==> src/rtl/product_accumulator_if.sv <==
// Handshake bundle between the multiplier, the product accumulator and its consumer.
// Latency: none (wires only).
// Backpressure: in_ready toward the producer, out_ready from the consumer.
// Ports: clear, in_valid/in_ready/in_product (product side), out_valid/out_ready/
//        out_sum/out_overflow (result side), term_count (status).
// slave = accumulator view, master = producer/consumer view.
interface product_accumulator_if #(
   parameter int ACC_WIDTH = 16,
   parameter int TERMS     = 4
);
   localparam int CNT_W = $clog2(TERMS) + 1;

   logic                 clear;
   logic                 in_valid;
   logic                 in_ready;
   logic [7:0]           in_product;
   logic                 out_valid;
   logic                 out_ready;
   logic [ACC_WIDTH-1:0] out_sum;
   logic                 out_overflow;
   logic [CNT_W-1:0]     term_count;

   modport slave (
      input  clear, in_valid, in_product, out_ready,
      output in_ready, out_valid, out_sum, out_overflow, term_count
   );

   modport master (
      output clear, in_valid, in_product, out_ready,
      input  in_ready, out_valid, out_sum, out_overflow, term_count
   );
endinterface

==> src/rtl/product_accumulator.sv <==
// Sums TERMS consecutive 8-bit products into an ACC_WIDTH result with overflow flag.
// Latency: out_valid rises 1 cycle after the final product is accepted.
// Backpressure: in_ready drops while a result is held; result held until out_ready.
// Ports: clk, rst_n (synchronous, active-low), bus (product_accumulator_if.slave).
// Build option: PRODUCT_ACC_SATURATE_EN clamps the accumulator at all-ones on carry-out
// instead of wrapping; out_overflow is reported the same way in both builds.
module product_accumulator #(
   parameter int ACC_WIDTH = 16,
   parameter int TERMS     = 4
) (
   input  logic                   clk,
   input  logic                   rst_n,
   product_accumulator_if.slave   bus
);
   localparam int CNT_W = $clog2(TERMS) + 1;

   typedef enum logic {ACCUM, HOLD} state_t;

   state_t               state_q, state_d;
   logic [ACC_WIDTH-1:0] acc_q, acc_d;
   logic [ACC_WIDTH-1:0] sum_q, sum_d;
   logic [CNT_W-1:0]     cnt_q, cnt_d;
   logic                 ovf_q, ovf_d;          // sticky carry for the result in progress
   logic                 out_ovf_q, out_ovf_d;
   logic                 vld_q, vld_d;

   logic [ACC_WIDTH:0]   add_full;
   logic                 carry;
   logic [ACC_WIDTH-1:0] add_res;
   logic                 last_term;
   logic                 in_rdy;

   // One extra bit on the adder exposes the carry-out used for overflow.
   assign add_full  = {1'b0, acc_q} + {{(ACC_WIDTH - 7){1'b0}}, bus.in_product};
   assign carry     = add_full[ACC_WIDTH];
   assign last_term = (cnt_q == CNT_W'(TERMS - 1));

`ifdef PRODUCT_ACC_SATURATE_EN
   // Once clamped, any further carry re-clamps, so the value sticks at all-ones.
   assign add_res = carry ? {ACC_WIDTH{1'b1}} : add_full[ACC_WIDTH-1:0];
`else
   assign add_res = add_full[ACC_WIDTH-1:0];
`endif

   // clear gates in_ready so a product offered during clear is never consumed.
   assign in_rdy = (state_q == ACCUM) && !bus.clear;

   always_comb begin
      state_d   = state_q;
      acc_d     = acc_q;
      sum_d     = sum_q;
      cnt_d     = cnt_q;
      ovf_d     = ovf_q;
      out_ovf_d = out_ovf_q;
      vld_d     = vld_q;
      case (state_q)
         ACCUM: begin
            if (bus.clear) begin
               acc_d = '0;
               cnt_d = '0;
               ovf_d = 1'b0;
            end else if (bus.in_valid) begin
               acc_d = add_res;
               cnt_d = cnt_q + CNT_W'(1);
               ovf_d = ovf_q | carry;
               if (last_term) begin
                  sum_d     = add_res;
                  out_ovf_d = ovf_q | carry;
                  vld_d     = 1'b1;
                  state_d   = HOLD;
               end
            end
         end
         HOLD: begin
            // clear is deliberately ignored here: a pending result is never dropped.
            if (bus.out_ready) begin
               vld_d   = 1'b0;
               acc_d   = '0;
               cnt_d   = '0;
               ovf_d   = 1'b0;
               state_d = ACCUM;
            end
         end
         default: state_d = ACCUM;
      endcase
   end

   always_ff @(posedge clk) begin
      if (!rst_n) begin
         state_q   <= ACCUM;
         acc_q     <= '0;
         sum_q     <= '0;
         cnt_q     <= '0;
         ovf_q     <= 1'b0;
         out_ovf_q <= 1'b0;
         vld_q     <= 1'b0;
      end else begin
         state_q   <= state_d;
         acc_q     <= acc_d;
         sum_q     <= sum_d;
         cnt_q     <= cnt_d;
         ovf_q     <= ovf_d;
         out_ovf_q <= out_ovf_d;
         vld_q     <= vld_d;
      end
   end

   assign bus.in_ready     = in_rdy;
   assign bus.out_valid    = vld_q;
   assign bus.out_sum      = sum_q;
   assign bus.out_overflow = out_ovf_q;
   assign bus.term_count   = cnt_q;
endmodule

==> src/flat_wrapper.sv <==
// flat-port wrapper written by rule: the top's interface ports become plain ports
module product_accumulator_flat 
#(
   parameter int ACC_WIDTH = 16,
   parameter int TERMS     = 4
)
  (clk, rst_n, bus_clear, bus_in_valid, bus_in_product, bus_out_ready, bus_in_ready, bus_out_valid, bus_out_sum, bus_out_overflow, bus_term_count);
  product_accumulator_if #(.ACC_WIDTH(ACC_WIDTH), .TERMS(TERMS)) bus_i ();
  input  logic clk;
  input  logic rst_n;
  input wire logic [$bits(bus_i.clear)-1:0] bus_clear;
  input wire logic [$bits(bus_i.in_valid)-1:0] bus_in_valid;
  input wire logic [$bits(bus_i.in_product)-1:0] bus_in_product;
  input wire logic [$bits(bus_i.out_ready)-1:0] bus_out_ready;
  output wire logic [$bits(bus_i.in_ready)-1:0] bus_in_ready;
  output wire logic [$bits(bus_i.out_valid)-1:0] bus_out_valid;
  output wire logic [$bits(bus_i.out_sum)-1:0] bus_out_sum;
  output wire logic [$bits(bus_i.out_overflow)-1:0] bus_out_overflow;
  output wire logic [$bits(bus_i.term_count)-1:0] bus_term_count;
  assign bus_i.clear = bus_clear;
  assign bus_i.in_valid = bus_in_valid;
  assign bus_i.in_product = bus_in_product;
  assign bus_i.out_ready = bus_out_ready;
  assign bus_in_ready = bus_i.in_ready;
  assign bus_out_valid = bus_i.out_valid;
  assign bus_out_sum = bus_i.out_sum;
  assign bus_out_overflow = bus_i.out_overflow;
  assign bus_term_count = bus_i.term_count;
  product_accumulator #(.ACC_WIDTH(ACC_WIDTH), .TERMS(TERMS)) u_core (.clk(clk), .rst_n(rst_n), .bus(bus_i));
endmodule
==> config.mk <==
export PLATFORM = sky130hd
export DESIGN_NAME = product_accumulator_flat
export DESIGN_NICKNAME = d
export VERILOG_FILES = /design/src/rtl/product_accumulator_if.sv /design/src/rtl/product_accumulator.sv /design/src/flat_wrapper.sv
export SDC_FILE = /design/constraint.sdc
export NUM_CORES = 1
export LEC_CHECK = 0
export CORE_MARGIN = 4
export CORE_UTILIZATION = 40
export CTS_CLUSTER_DIAMETER = 200
export DETAILED_ROUTE_END_ITERATION = 7
export GPL_ROUTABILITY_DRIVEN = 0
export PLACE_DENSITY = 0.59
export RECOVER_POWER = 50
export SYNTH_ARGS = -nofsm -noshare
export SYNTH_HDL_FRONTEND = slang
export SYNTH_SLANG_ARGS = --single-unit
==> constraint.sdc <==
create_clock -name clk -period 5.9 [get_ports clk]
set_clock_uncertainty 0.05 [all_clocks]
set_input_delay 1.475 -clock clk [delete_from_list [all_inputs] [get_ports clk]]
set_output_delay 1.475 -clock clk [all_outputs]
set_load 0.02 [all_outputs]
==> results by stage <==
Outcome:
- The run finished, with violations left.
- The checks that failed: capacitance limit, slew limit.

Critical path:
- The endpoint of the most critical register-to-register path is u_core.bus.out_sum[9].
- The worst setup path is of the in2reg kind.
- The cell family contributing the most delay on the critical path is simple AND/OR/NAND/NOR gates.
- The critical path goes through clkdlybuf4s50_1 > nor3b_1 > and2_1 > nand2_1 > a211oi_1 > nor3_1.
- The endpoint arrival time on the critical path is roughly 4600 ps.
- The sort of element at the start of the critical path is an input port.
- The worst setup path is captured at a flop.
- Across all register-to-register paths, the minimum setup slack is 2760 ps.
- The largest driver fanout on the critical path is 29.
- The slowest cell on the critical path is sky130_fd_sc_hd__nor3b_1.
- At the worst endpoint, the required time is 6020 ps.
- The critical path's largest stage delay is 1200 ps.
- For the worst flop-to-flop path, the logic depth is 5.
- Counting both buffers and inverters, the worst setup path holds a total of 1.
- The reg-to-reg critical path startpoint is u_core.state_q.

Timing:
- For this run, the top clock speed supported by timing is 224.9 MHz.
- The normalized max-slew margin is -0.01413.
- The worst path needs roughly 4400 ps of the cycle, external delays included.
- The final total negative setup slack is 0 ps.
- Dividing the final minimum period by the clock period gives 0.7537.
- The number of max-slew violations in the final report is 13.
- The slew at the pin closest to its max-slew limit is 1518 ps.
- The number of failing hold endpoints at the final stage came to 0.
- Setup repair after global routing left no endpoint under its margin.
- The setup-violating endpoint count in the final report is 0.

Floorplan:
- Row generation in the floorplan step produced 26 rows.
- The region available for standard cell placement spans around 5200 um2.
- The starting utilization of the core area is 0.4231.
- The boundary pin count is 35.
- The total die area is 6756 um2.
- The floorplan step set the die height to 82.20 um.
- The die extent in x is 82.20 um.

Min path:
- Along the worst hold path, the cell count comes to 2.
- The class of the most critical hold timing path is reg2reg.
- The launch point of the worst hold path is u_core.bus.out_sum[3].
- For hold timing, the worst endpoint is u_core.bus.out_sum[3].

Clock network:
- The maximum count of clock buffers along a single path is 2.
- The count of cells resized by post-cts repair is 0.
- The clock slew seen by the registers of the worst setup and hold paths is roughly 80 ps.
- CTS saw 39 sinks.
- TritonCTS built the clock tree.
- The H-tree was split into 2 levels.
- The clock reaches the later pin of the worst-skew pair after just under 300 ps.
- In this run the post-CTS setup repair buffer count came out at 0.
- The number of hold buffers added after CTS is 0.
- The root buffer cell is sky130_fd_sc_hd__clkbuf_8.
- The number of buffers created by CTS is 5.

Global routing:
- The wire length of the first global-routing pass is between 9 and 10 mm.
- The number of global-route vias before repair is roughly 2,000.
- The overall fraction of global-route tracks in use is 0.1884.
- Entering global routing, the biggest net connects 30 pins.
- The total grt overflow is 0.
- The initial antenna violation count is 0.

Routing:
- The total wire length is ~6 mm.
- After the first detailed-routing iteration, the DRC count stood at between 100 and 150.
- In the final routed layout, each cell accounts on average for 15.45 um.
- In this run the remaining antenna-violating nets after routing total 0.
- The pre-antenna-repair detailed-routing pass consisted of 4 iterations.
- In the routed design, unresolved DRC markers number 0.
- After detailed routing, the number of vias per cell comes to 5.693.
- For this block, the via count after detailed routing is 2,152.

Pwr:
- The worst supply voltage drop on vdd is a little over 0.1 mV.
- The analysis attributes to cell leakage a power of between 1 and 1.5 nW.
- The cell area power density is 211.2 nW/um2.

Logic synthesis:
- The post-synthesis area per instance is 7.921 um2.
- The share of flip-flops with an asynchronous set or reset is 0.
- In this run, synthesis produced a sequential element count of 39.
- Synthesis handed over a netlist of 278 instances.
- When the netlist entered floorplanning its net count stood at ~300.
- Yosys printed 0 warnings.
- The primary flip-flop cell chosen by synthesis mapping is sky130_fd_sc_hd__dfxtp_1.
- The portion of the post-synthesis area used by sequential elements is 0.3545.
- After synthesis the cells add up to between 2000 and 2500 um2.
- The synthesized netlist contains 47 unique library cells.
- Yosys mapped a number of flops with a built-in enable equal to 0.

Finish:
- After routing the design area is 2699 um2.
- The repair_antennas step left the layout with diodes totalling 0.
- In the final design database the tool counted approximately 330 nets.
- The fraction of final layout cells sized beyond drive strength 1 is 0.04870.
- In the layout the commonest cells are 39 x sky130_fd_sc_hd__dfxtp_1, 33 x sky130_fd_sc_hd__nor2_1, 26 x sky130_fd_sc_hd__a21oi_1.
- The leading cell type in the layout, fill and taps excluded is sky130_fd_sc_hd__dfxtp_1.
- The post-synthesis to final-layout area growth is 22.56%.

Placement:
- The placed instances occupy a cell area of 2586 um2.
- The number of buffers added on ports is 34.
- The placed wire-length estimate after detailed placement is 4.119 mm.

Job:
- The number of violations of the max-capacitance limit is 1.
[worst max path at each step]
stage,start,to,slack (ps),depth (start not counted)
detailed placement,bus_clear,bus_in_ready,1650,3
finish,bus_in_valid,u_core.bus.out_sum[9],1450,6
floorplan,bus_clear,bus_in_ready,2590,1
CTS,bus_clear,bus_in_ready,1650,3
global placement,bus_clear,bus_in_ready,1680,3
global route,bus_in_valid,u_core.bus.out_sum[9],1160,6
[registers in the layout (all words and copies together), names as in the netlist]
register,count
u_core.bus.term_count,3
u_core.ovf_q,1
u_core.bus.out_sum,16
u_core.bus.out_valid,1
u_core.acc_q,16
u_core.state_q,1
u_core.bus.out_overflow,1
[worst register-to-register path: stages, from the launching register on]
cell and delay, ps:
sky130_fd_sc_hd__dfxtp_1 360, sky130_fd_sc_hd__nor3b_1 1220, sky130_fd_sc_hd__and2_1 960, sky130_fd_sc_hd__nand2_1 120
sky130_fd_sc_hd__a211oi_1 230, sky130_fd_sc_hd__nor3_1 70
[layout make-up]
cell class | count | area (um2)
Fill cell | 526 | 2506
Clock inverter | 2 | 35.03
Multi-Input combinational cell | 212 | 1309
Timing Repair Buffer | 36 | 355.3
Clock buffer | 6 | 82.58
Sequential cell | 39 | 780.7
Inverter | 13 | 48.80
Tap cell | 70 | 87.58
[logic make-up after synthesis]
family / share of synthesized area
AO/OA/AOI/OAI: 0.2943
XOR/XNOR: 0.01591
adder cells (fa/ha/maj): 0.06591
buffers and inverters: 0.04887
flip-flops: 0.3545
multiplexers: 0.01364
AND/OR/NAND/NOR: 0.2068
[where the power goes]
part | switching [mW] | internal [mW] | leakage (nW) | total, mW
registers | 0.00195 | 0.266 | 0.315 | 0.268
clock network | 0.101 | 0.137 | 0.0612 | 0.238
logic | 0.0388 | 0.0253 | 0.656 | 0.0641
total | 0.142 | 0.428 | 1.03 | 0.570
[synthesized netlist by cell type (5+ instances only)]
| master | n | area, um2 |
|---|---|---|
| sky130_fd_sc_hd__nor3_1 | 5 | 25.02 |
| sky130_fd_sc_hd__a21oi_1 | 26 | 130.1 |
| sky130_fd_sc_hd__nand2_1 | 25 | 93.84 |
| sky130_fd_sc_hd__nor2_1 | 33 | 123.9 |
| sky130_fd_sc_hd__inv_1 | 13 | 48.80 |
| sky130_fd_sc_hd__a22oi_1 | 5 | 37.54 |
| sky130_fd_sc_hd__o21ai_0 | 23 | 115.1 |
| sky130_fd_sc_hd__a211oi_1 | 8 | 60.06 |
| sky130_fd_sc_hd__dfxtp_1 | 39 | 780.8 |
| sky130_fd_sc_hd__nand3_1 | 9 | 45.04 |
| sky130_fd_sc_hd__ha_1 | 10 | 125.1 |
| sky130_fd_sc_hd__clkbuf_1 | 10 | 37.54 |
| sky130_fd_sc_hd__o211ai_1 | 5 | 37.54 |
| sky130_fd_sc_hd__a31oi_1 | 6 | 37.54 |
[through the flow]
step,setup WS (ps),cells,utilization,hold slack (ps),power (mW)
after CTS,1646,378,0.5195,413.8,0.5760
after floorplan,2591,278,-,379.2,0.3165
final,1453,378,0.5185,408.4,0.5701
after detailed placement,1647,370,0.4969,398.7,0.3384
after global routing,1159,378,0.5185,424.7,0.5947
after global placement,1677,370,0.4969,398.8,0.3380
[routing by layer]
layer / vias to the layer above / share of wire / global-route usage
met5: - / 0 / 0
met4: 0 / 0.012 / 0.05814
met3: 9 / 0.038 / 0.03362
met2: 42 / 0.46 / 0.3133
met1: 1016 / 0.49 / 0.2468
li1: 1085 / - / -
No activity file was read; power rests on OpenSTA's default activity.
